$ cat src/rtl/addsub_pkg.sv
// Shared encodings and helpers for the serial add/subtract unit.
// Saturation limits are produced for widths up to 64 bits.
package addsub_pkg;

    localparam logic OP_ADD = 1'b0;
    localparam logic OP_SUB = 1'b1;

    typedef enum logic [1:0] {
        S_IDLE = 2'd0,
        S_RUN  = 2'd1,
        S_DONE = 2'd2
    } state_t;

    typedef struct packed {
        logic carry;
        logic ovf;
        logic zero;
    } flags_t;

    // sign=1 selects the most negative value, sign=0 the most positive one.
    function automatic logic [63:0] sat_value(input logic sign, input int unsigned width);
        logic [63:0] msb;
        msb = 64'd1 << (width - 1);
        return sign ? msb : (msb - 64'd1);
    endfunction

endpackage

$ cat src/rtl/addsub_digit.sv
// DIGIT-bit ripple adder slice; purely combinational, zero latency, no flow control.
// Also exposes the carry into its MSB so the caller can derive signed overflow.
module addsub_digit #(
    parameter int DIGIT = 4
) (
    input  logic [DIGIT-1:0] x,
    input  logic [DIGIT-1:0] y,
    input  logic             cin,
    output logic [DIGIT-1:0] s,
    output logic             cout,
    output logic             c_msb_in
);

    always_comb begin
        logic c;
        s        = '0;
        c_msb_in = 1'b0;
        c        = cin;
        for (int i = 0; i < DIGIT; i++) begin
            if (i == DIGIT - 1) c_msb_in = c;
            s[i] = x[i] ^ y[i] ^ c;
            c    = (x[i] & y[i]) | (c & (x[i] ^ y[i]));
        end
        cout = c;
    end

endmodule

$ cat src/rtl/serial_addsub.sv
// Digit-serial add/subtract, LSB first; result valid WIDTH/DIGIT cycles after accept.
// Accepts only in IDLE, holds result in DONE until out_ready; SERIAL_ADDSUB_SATURATE_EN clamps on overflow.
module serial_addsub
    import addsub_pkg::*;
#(
    parameter int WIDTH = 16,
    parameter int DIGIT = 4
) (
    input  logic             clk,
    input  logic             rst_n,
    input  logic             in_valid,
    output logic             in_ready,
    input  logic             op,
    input  logic [WIDTH-1:0] a,
    input  logic [WIDTH-1:0] b,
    input  logic             carry_in,
    output logic             out_valid,
    input  logic             out_ready,
    output logic [WIDTH-1:0] result,
    output logic             carry_out,
    output logic             overflow,
    output logic             zero
);

    localparam int NDIG  = WIDTH / DIGIT;
    localparam int CNT_W = $clog2(NDIG) + 1;
    localparam logic [CNT_W-1:0] LAST = CNT_W'(NDIG - 1);

    state_t           state, state_nxt;
    logic [CNT_W-1:0] cnt;
    logic [WIDTH-1:0] a_sh, b_sh, acc, acc_nxt, s_ext, final_res;
    logic             c, op_q;
    logic [DIGIT-1:0] dsum;
    logic             dcout, dcmsb;
    logic             accept, last;
    flags_t           flags;

    addsub_digit #(.DIGIT(DIGIT)) u_digit (
        .x        (a_sh[DIGIT-1:0]),
        .y        (b_sh[DIGIT-1:0]),
        .cin      (c),
        .s        (dsum),
        .cout     (dcout),
        .c_msb_in (dcmsb)
    );

    always_ff @(posedge clk or negedge rst_n) begin
        if (!rst_n) state <= S_IDLE;
        else        state <= state_nxt;
    end

    always_comb begin
        state_nxt = state;
        in_ready  = 1'b0;
        out_valid = 1'b0;
        case (state)
            S_IDLE: begin
                in_ready = 1'b1;
                if (in_valid) state_nxt = S_RUN;
            end
            S_RUN: begin
                if (cnt == LAST) state_nxt = S_DONE;
            end
            S_DONE: begin
                out_valid = 1'b1;
                if (out_ready) state_nxt = S_IDLE;
            end
            default: state_nxt = S_IDLE;
        endcase
    end

    assign accept = (state == S_IDLE) && in_valid;
    assign last   = (state == S_RUN) && (cnt == LAST);

    // New digit enters at the top so after NDIG shifts the word is LSB-aligned.
    always_comb begin
        s_ext             = '0;
        s_ext[DIGIT-1:0]  = dsum;
        acc_nxt           = (acc >> DIGIT) | (s_ext << (WIDTH - DIGIT));
        flags.ovf         = dcmsb ^ dcout;
        flags.carry       = dcout ^ op_q;
`ifdef SERIAL_ADDSUB_SATURATE_EN
        // On the last digit a_sh[DIGIT-1] is still the original sign of a.
        final_res = flags.ovf ? WIDTH'(sat_value(a_sh[DIGIT-1], WIDTH)) : acc_nxt;
`else
        final_res = acc_nxt;
`endif
        flags.zero        = (final_res == '0);
    end

    always_ff @(posedge clk or negedge rst_n) begin
        if (!rst_n) begin
            a_sh      <= '0;
            b_sh      <= '0;
            acc       <= '0;
            c         <= 1'b0;
            op_q      <= OP_ADD;
            cnt       <= '0;
            result    <= '0;
            carry_out <= 1'b0;
            overflow  <= 1'b0;
            zero      <= 1'b0;
        end else if (accept) begin
            a_sh <= a;
            b_sh <= b ^ {WIDTH{op}};
            c    <= carry_in ^ op;
            op_q <= op;
            cnt  <= '0;
        end else if (state == S_RUN) begin
            a_sh <= a_sh >> DIGIT;
            b_sh <= b_sh >> DIGIT;
            acc  <= acc_nxt;
            c    <= dcout;
            cnt  <= cnt + CNT_W'(1);
            if (last) begin
                result    <= final_res;
                carry_out <= flags.carry;
                overflow  <= flags.ovf;
                zero      <= flags.zero;
            end
        end
    end

endmodule

$ cat config.mk
export PLATFORM = sky130hd
export DESIGN_NAME = serial_addsub
export DESIGN_NICKNAME = d
export VERILOG_FILES = /design/src/rtl/addsub_pkg.sv /design/src/rtl/addsub_digit.sv /design/src/rtl/serial_addsub.sv
export SDC_FILE = /design/constraint.sdc
export NUM_CORES = 1
export LEC_CHECK = 0
export BUFFER_PORTS_ARGS = -buffer_cell sky130_fd_sc_hd__buf_2
export CAP_MARGIN = 10
export CORE_MARGIN = 4
export CORE_UTILIZATION = 40
export CTS_CLUSTER_DIAMETER = 40
export CTS_CLUSTER_SIZE = 16
export DETAILED_ROUTE_END_ITERATION = 10
export GPL_TIMING_DRIVEN = 1
export PLACE_DENSITY = 0.67
export REMOVE_ABC_BUFFERS = 1
export SLEW_MARGIN = 20
export SYNTH_ARGS = -nofsm -noshare
export SYNTH_HDL_FRONTEND = slang
export SYNTH_HIERARCHICAL = 1
export SYNTH_SLANG_ARGS = --single-unit
$ cat constraint.sdc
create_clock -name clk -period 6 [get_ports clk]
set_input_delay 0 -clock clk [delete_from_list [all_inputs] [get_ports clk]]
set_output_delay 0 -clock clk [all_outputs]
set_load 0.1 [all_outputs]
Word level (Yosys, flattened, before mapping)
Cells that the tools add are included.
{"block": "totals", "ff_bits": 74, "latch_bits": 0, "ram_bits": 0, "mem_bits_ro": 0, "output_inout_bits": 21, "n_memories": 0}
{"block": "classes", "add_sub_neg": 1, "mul": 0, "n_div": 0, "order_cmp": 0, "n_eq_ne": 6, "shifts": 0, "mux": 14, "n_bitwise": 26, "reduce_logical": 8}
{"operator": "16-bit two-way mux", "n": 4}
{"operator": "16-bit logical NOT", "n": 1}
{"operator": "12-bit by 16-bit OR with 16-bit output", "n": 1}
{"operator": "16-bit bitwise XOR", "n": 1}
{"operator": "1-bit bitwise XOR", "n": 11}
{"operator": "1-bit AND", "n": 8}
{"operator": "2-bit two-way mux", "n": 3}
{"operator": "3-bit two-way mux", "n": 2}
{"operator": "2-bit one-hot mux with 3 select lines", "n": 1}
{"operator": "3-bit AND reduction", "n": 2}
{"operator": "1-bit two-way mux", "n": 4}
{"operator": "2-bit inequality test (second input constant)", "n": 2}
{"operator": "1-bit OR", "n": 4}
{"operator": "3-bit by 1-bit adder with 3-bit output (second input constant)", "n": 1}
{"operator": "3-bit by 2-bit equality test with 1-bit output (second input constant)", "n": 1}
{"operator": "2-bit by 1-bit equality test with 1-bit output (second input constant)", "n": 1}
{"operator": "2-bit equality test (second input constant)", "n": 1}
{"operator": "1-bit logical AND", "n": 2}
{"operator": "2-bit logical NOT", "n": 1}
{"operator": "2-bit by 1-bit inequality test with 1-bit output (second input constant)", "n": 1}
{"operator": "2-bit AND reduction", "n": 1}
{"operator": "2-bit nonzero test", "n": 1}
{"operator": "1-bit NOT", "n": 1}

Longest topological paths before layout
Gate-level depths: netlist (run 1).
{"block": "depth", "word_depth": 11, "mapped_depth": 9, "ltp_nobuf": 9}

By module
The synthesis (run 1) kept the hierarchy.
{"mod": "serial_addsub", "n_inst": 1, "cells_each": 304, "area_per_inst_um2": 3075.4}
{"mod": "addsub_digit", "n_inst": 1, "cells_each": 12, "area_per_inst_um2": 110.1}

Worst setup path after synthesis (run 1)
OpenSTA, ideal clock, no wires.
{"block": "synth_path", "path_type": "register -> register", "startpoint": "register b_sh[0]", "endpoint": "register zero", "t_arrival_ns": 2.207, "required_time_ns": 5.917, "setup_slack_ns": 3.710, "path_stages_with_launch": 10, "n_path_buf": 0, "synth_period_minus_slack_ns": 2.290, "path_cell_list": "dfrtp_1 > fa_1 > inv_1 > fa_1 > fa_1 > inv_1 > fa_1 > nor4_1 > nand4_1 > o21ai_0"}
{"block": "synth_via", "elab_chain_len": 10, "elab_cells_between_ends": 14}
{"item": "start: declaration", "line": "serial_addsub.sv:31", "rtl": "logic [WIDTH-1:0] a_sh, b_sh, acc, acc_nxt, s_ext, final_res;"}
{"item": "start signal: assignment", "line": "serial_addsub.sv:105", "rtl": "b_sh <= b ^ {WIDTH{op}};"}
{"item": "start signal: assignment", "line": "serial_addsub.sv:111", "rtl": "b_sh <= b_sh >> DIGIT;"}
{"item": "1-bit bitwise XOR", "line": "addsub_digit.sv:22", "rtl": "c = (x[i] & y[i]) | (c & (x[i] ^ y[i]));"}
{"item": "1-bit AND", "line": "addsub_digit.sv:22"}
{"item": "1-bit OR *", "line": "addsub_digit.sv:22"}
{"item": "1-bit AND *", "line": "addsub_digit.sv:22"}
{"item": "1-bit OR *", "line": "addsub_digit.sv:22"}
{"item": "1-bit AND *", "line": "addsub_digit.sv:22"}
{"item": "1-bit OR *", "line": "addsub_digit.sv:22"}
{"item": "named net dcmsb", "line": "serial_addsub.sv:34", "rtl": "logic dcout, dcmsb;"}
{"item": "1-bit bitwise XOR *", "line": "addsub_digit.sv:21", "rtl": "s[i] = x[i] ^ y[i] ^ c;"}
{"item": "named net dsum[3]", "line": "serial_addsub.sv:33", "rtl": "logic [DIGIT-1:0] dsum;"}
{"item": "12-bit by 16-bit OR with 16-bit output *", "line": "serial_addsub.sv:79", "rtl": "acc_nxt = (acc >> DIGIT) | (s_ext << (WIDTH - DIGIT));"}
{"item": "16-bit logical NOT *", "line": "serial_addsub.sv:88", "rtl": "flags.zero = (final_res == '0);"}
{"item": "end signal: assignment", "line": "serial_addsub.sv:119", "rtl": "zero <= flags.zero;"}
{"item": "end: declaration", "line": "serial_addsub.sv:22", "rtl": "output logic zero"}
Mark *: on every way through the listed nets, which the timed path passes. The rest lies on a longest branch.
A chain may end at the register's enable or synchronous reset.

Worst setup path after layout (run 1)
Ends and elaborated chain as after synthesis.

==> flow_summary.yaml, run 1 <==
synthesis:
  synth_top_cell_by_area: "dfrtp_1"
  avgSynthCellArea_um2: 10.1
  ys_ff_latch: 70
  synth_edf_count: 0
  async_reset_ff_share_pct: 100
  netlist_instances: 316
  synthTopCellsByCount: "103 x nand2_1, 70 x dfrtp_1, 16 x mux2_2"
  synth_area_um2: 3190
  synth_top_area_share_pct: 55.0
  synth-seq-area-share_pct: 55.0
  ys_types: 27
  synthTopCellsByArea: "dfrtp_1 55%, nand2_1 12%, mux2_2 5.7%"
  yosysWarningCount: 6
  synthFlopType: "dfrtp_1"
  post-synth-top-count-cell: "nand2_1"
drt:
  drt-pass1-iter-count: 4
  drc: 0
  drt_iter0_drc: 133
  wirelength_um: 6710
  antenna_left: 0
  routed_via_density: 4.81
  drt-wirelength-per-cell_um: 13.1
  vias: 2455
clock_tree:
  clk-insertion-delay-late_ns: 0.33
  ctsHoldBuffers: 34
  cts_tree: "built"
  cts_setup_buffers: 0
  max-clock-path-buffers: 2
  cts_buffers: 9
  clkTransAtPathRegs_ns: 0.07
  clock_sinks: 70
  cts_root_buffer: "clkbuf_8"
  cts-resized-gates: 0
  htree_levels: 3
flow_run:
  drv_cap: 0
critical_path:
  worst_setup_path_end_kind: "flip-flop"
  worst-endpoint-arrival_ns: 2.70
  critPathMaxStageDelay_ns: 0.45
  worstPathRequired_ns: 6.24
  cp_cell_sequence: "fa_1, inv_1, fa_1, fa_1, inv_1, fa_1, nor4_1, nand4_1, o21ai_0"
  critical-path-top-delay-family: "adder cells"
  start_kind: "flip-flop"
  worstPathBufferInverterCount: 2
  cp.depth: 9
  critPathSlowestCell: "fa_1"
  cpMostUsedCell: "fa_1"
  ff2ff_path_depth: 9
  crit_type: "flip-flop to flip-flop"
  critPathMaxFanout: 3
floorplanning:
  num_io_pins: 59
  dieWidth_um: 97.2
  fp.dieH_um: 97.2
  dieArea_um2: 9460
  start_util_pct: 41.2
  row_count: 32
  coreArea_um2: 7730
global_routing:
  grt_pass1_wl_um: 11800
  antenna_found_initial: 0
  grt_max_degree: 71
  grt_pass1_vias: 2507
  grtUsageTotal_pct: 15.2
  overflow: 0
status:
  status: "completed"
sta:
  drv_slew: 0
  rsz0062_at_grt: "false"
  tns_ns: 0
  fin_crit_sh_pct: 41.1
  fin_crit_ns: 2.47
  finalHoldViolations: 0
  max_freq_mhz: 405
  setup_viol: 0
  relSlewSlack_pct: 32.3
  fin_worst_skew_ns: 0.00856
  tightestPinTransition_ns: 1.01
finish:
  diodes: 0
  drive_above_1_share_pct: 23.5
  syn_to_final_growth_pct: 27.5
  layout.cells.non_filler: 510
  n_fill_cell: 707
  finalNetCount: 447
placed_design:
  place_hpwl_um: 4140
  portBuffers: 58
  routabilityCongestion: 0.793
  dpl.cell_count: 460
pwr:
  power_density_nw_per_um2: 604
  p_seq_share_pct: 33.7
  total_power_w: 0.00245
  ir_drop_mv: 0.225
  p_sw_w: 0.00119
  switching_share_pct: 48.4
  pwr-share-clk_pct: 16.6
  p_comb_share_pct: 49.6
  intPower_w: 0.00127
  power.static_leakage_nw: 2.03
worst_hold_path:
  hp-class: "primary input to flip-flop"
  min_path_cells: 4
through the flow:
stage                     hold slack [ns]  util [%]  setup slack (ns)  area (um^2)
final                              0.0228      52.6              3.53         4060
after global routing               0.0486      52.6              3.32         4060
after CTS                         0.00274      52.5              3.51         4060
after detailed placement            0.192      45.3              3.53         3500
after global placement              0.191      45.3              3.62         3500
after floorplan                    -0.296         -              3.70         3050
flip-flops by register name (all words and copies together), names as in the netlist:
name / count
carry_out: 1
overflow: 1
a_sh: 16
cnt: 3
state: 2
acc: 12
op_q: 1
result: 16
c: 1
b_sh: 16
zero: 1
area by class of cell:
cell class / instances / area, um^2 / area share [%]
clock buffers: 12 / 145 / 3.57
multi-input cells: 216 / 1270 / 31.3
well taps: 102 / 128 / 3.14
repair buffers: 96 / 661 / 16.3
inverters: 10 / 37.5 / 0.924
clock inverters: 4 / 70.1 / 1.72
flip-flops and latches: 70 / 1750 / 43.1
layout by cell type (no fill, tap or decap):
| cell type | n |
|---|---|
| a22oi_1 | 12 |
| bufinv_16 | 2 |
| ha_1 | 2 |
| a31oi_1 | 13 |
| nand2b_1 | 2 |
| clkbuf_8 | 10 |
| buf_2 | 58 |
| xnor2_1 | 6 |
| nand2_1 | 103 |
| dlygate4sd3_1 | 34 |
| o21ai_2 | 2 |
| fa_1 | 4 |
| o21ai_0 | 4 |
| nand4_1 | 1 |
| inv_1 | 10 |
| nor2b_2 | 1 |
| mux2_2 | 16 |
| o21ai_1 | 5 |
| clkbuf_1 | 2 |
| clkinv_2 | 2 |
| nand3_1 | 10 |
| or3b_1 | 1 |
| dfrtp_1 | 70 |
| xor2_1 | 13 |
| nor2_1 | 14 |
| o21bai_1 | 1 |
| nor4_1 | 4 |
| nor3b_4 | 1 |
| nand3b_1 | 1 |
| buf_4 | 4 |
cells by family after synthesis:
kind of cell	share of synthesized area [%]
AO/OA/AOI/OAI	7.58
XOR/XNOR	5.22
adder cells (fa/ha/maj)	3.30
buffers and inverters	5.42
flip-flops	55.0
multiplexers	5.66
AND/OR/NAND/NOR	17.8
metal layers:
layer | GRT usage [%] | up-vias | part of all wire (%)
li1 | - | 1214 | -
met1 | 19.1 | 1158 | 45
met2 | 25.4 | 77 | 48
met3 | 5.89 | 6 | 6.3
met4 | 2.88 | 0 | 0.64
met5 | 0 | - | 0
path summary, 6_finish.rpt:
| kind | startpoint | endpoint | slack [ns] |
|---|---|---|---|
| setup / recovery | b_sh[0] | zero | 3.53 |
| hold / removal | b[2] | b_sh[2] | 0.02 |
| setup reg to reg | b_sh[0] | zero | 3.53 |
| hold reg to reg | a_sh[8] | a_sh[8] | 0.48 |
| max in group asynchronous | rst_n | a_sh[3] | 5.05 |
| min in group asynchronous | rst_n | result[3] | 0.39 |
power groups by stage:
stage	clock (W)	sequential (W)	combinational (W)
4_1_cts	0.000419	0.000826	0.00123
5_1_grt	0.000441	0.000855	0.00134
3_5_place_dp	0	0.000836	0.00121
3_3_place_gp	0	0.000824	0.00118
6_report	0.000408	0.000827	0.00122
2_1_floorplan	0	0.00119	0.000565
worst register-to-register path, stage by stage (launching register included):
cell and delay, ns:
dfrtp_1 0.38, fa_1 0.18, inv_1 0.05, fa_1 0.37
fa_1 0.37, inv_1 0.11, fa_1 0.45, nor4_1 0.20
nand4_1 0.11, o21ai_0 0.15
(Power assumes the default switching activity.)
==> run 2, diff against run 1 <==
- clock period: 6 -> 2.36 ns (I/O delays scaled with it)
==> run 2 against run 1 <==
- the run now ends with setup timing left
- maximum frequency up 2.0%
- critical path depth unchanged
- core utilization increased by 0.44 points
- count of clock-buffer cells in the layout up 1
- non-clock buffer count is 9 higher
- total power rose to 2.5 times the previous value
- critical path type unchanged
==> flow_summary.yaml, run 2 (synthesis gave the netlist of run 1 again) <==
sta:
  relSlewSlack_pct: 28.3
  fin_crit_sh_pct: 102
  rsz0062_at_grt: "true"
  fin_crit_ns: 2.42
  worst_slack_ns: -0.0588
  setup_viol: 1
  tightestPinTransition_ns: 1.07
  hold-worst-slack_ns: 0.128
  finalHoldViolations: 0
  fin_worst_skew_ns: 0.00330
  max_freq_mhz: 413
  drv_slew: 0
clock_tree:
  cts_tree: "built"
  cts_root_buffer: "clkbuf_8"
  max-clock-path-buffers: 2
  htree_levels: 3
  clk-insertion-delay-late_ns: 0.34
  clkTransAtPathRegs_ns: 0.06
  cts_buffers: 9
  clock_sinks: 70
pwr:
  pwr-share-clk_pct: 13.9
  switching_share_pct: 49.0
  power_density_nw_per_um2: 1520
  power.static_leakage_nw: 2.05
  intPower_w: 0.00318
  ir_drop_mv: 0.517
  total_power_w: 0.00622
  p_sw_w: 0.00305
  p_seq_share_pct: 33.8
  p_comb_share_pct: 52.3
critical_path:
  critical-path-top-delay-family: "adder cells"
  worstPathBufferInverterCount: 4
  worstPathRequired_ns: 2.58
  r2r_end: "result[15]"
  critPathMaxFanout: 2
  cp_cell_sequence: "fa_1, inv_1, fa_2, fa_2, inv_2, fa_1, buf_4, buf_4, mux2_2"
  crit_path_end: "result[15]"
  cp.depth: 9
  crit_start: "b_sh[0]"
  crit_type: "flip-flop to flip-flop"
  worst-endpoint-arrival_ns: 2.64
  critPathMaxStageDelay_ns: 0.47
  ff2ff_path_depth: 9
  worst_setup_path_end_kind: "flip-flop"
  critPathSlowestCell: "fa_1"
  reg2reg_slack_ns: -0.06
  r2r_start: "b_sh[0]"
  start_kind: "flip-flop"
finish:
  n_fill_cell: 689
  drive_above_1_share_pct: 25.8
  syn_to_final_growth_pct: 28.6
  stdcell_area_um2: 4100
  layout.cells.non_filler: 517
  final_cell_mix: "103 x nand2_1, 70 x dfrtp_1, 58 x buf_2, 35 x dlygate4sd3_1, 16 x mux2_2"
  final_common_cell: "nand2_1"
  reg_top3: "a_sh: 16 flops, b_sh: 16 flops, result: 16 flops"
  finalNetCount: 456
  diodes: 0
status:
  status: "complete, but fails checks"
  violations: "setup timing"
global_routing:
  grt_pass1_wl_um: 11900
  antenna_found_initial: 0
  grt_max_degree: 43
  grtUsageTotal_pct: 15.5
  overflow: 0
  grt_pass1_vias: 2476
drt:
  drt-pass1-iter-count: 4
  routed_via_density: 4.85
  antenna_left: 0
  vias: 2505
  drt_iter0_drc: 110
  drc: 0
  wirelength_um: 6930
  drt-wirelength-per-cell_um: 13.4
flow_run:
  drv_cap: 0
floorplanning:
  dieArea_um2: 9460
  fp.dieH_um: 97.2
  num_io_pins: 59
  dieWidth_um: 97.2
  coreArea_um2: 7730
  row_count: 32
  start_util_pct: 41.2
placed_design:
  dpl.cell_count: 465
  place_hpwl_um: 4300
  place_area_um2: 3540
  portBuffers: 58
  routabilityCongestion: 0.798
  pre_cts_slack_ns: -0.205
worst_hold_path:
  hp-class: "primary input to flip-flop"
run 2: cell count changes in the layout (fill, tap and decap cells not counted), moves of 2 or more:
cell	previous run	this run
bufinv_16	2	0
clkbuf_8	10	12
fa_2	0	2
buf_4	4	12
fa_1	4	2
run 2: layer usage:
| layer | GRT usage [%] | vias to the layer above | routed length [um] |
|---|---|---|---|
| met5 | 0 | - | 0 |
| met4 | 3.83 | 0 | 72 |
| met3 | 6.25 | 7 | 507 |
| met2 | 24.7 | 93 | 3260 |
| met1 | 19.9 | 1176 | 3100 |
| li1 | - | 1229 | - |
run 2: worst min-delay path by stage:
stage          start         end  slack (ns)  cells past startpoint
2_1_floorplan  rst_n     a_sh[0]       -0.30                      0
3_3_place_gp   rst_n   result[3]        0.09                      1
3_5_place_dp   rst_n  result[10]        0.09                      1
4_1_cts           op        op_q        0.12                      3
5_1_grt           op        op_q        0.13                      3
6_report          op        op_q        0.13                      3
run 2: power by group through the flow:
stage | registers, W | logic [W] | clock network [W]
after floorplan | 0.00303 | 0.00144 | 0
after global placement | 0.00210 | 0.00307 | 0
after detailed placement | 0.00213 | 0.00314 | 0
after CTS | 0.00211 | 0.00329 | 0.000887
after global routing | 0.00217 | 0.00355 | 0.000946
final | 0.00210 | 0.00326 | 0.000863
run 2: cell type report:
type	count	area, um^2	share of cell area (%)
multi-input cells	216	1270	31.1
inverters	10	37.5	0.916
repair buffers	105	731	17.8
clock buffers	13	169	4.12
flip-flops and latches	70	1750	42.8
clock inverters	1	5.00	0.122
well taps	102	128	3.12
run 2: timing repair:
action,CTS,global route
resized for setup,5,0
gates cloned,0,0
hold endpoints to repair,65,0
hold buffers,35,0
endpoints found under the setup margin,2,3
setup buffers,3,0
pin swaps,4,4
run 2: stage by stage:
stage,setup TNS (ns),utilization (%)
2_1_floorplan,0,-
3_3_place_gp,0,45.8
3_5_place_dp,-0.228,45.8
4_1_cts,-0.186,53.0
5_1_grt,-0.356,53.0
6_report,-0.0588,53.0
run 2: tightest hold or removal path, cell delays in order:
cell and delay [ns]:
buf_2 0.26, nand2_1 0.12, nand2_1 0.04
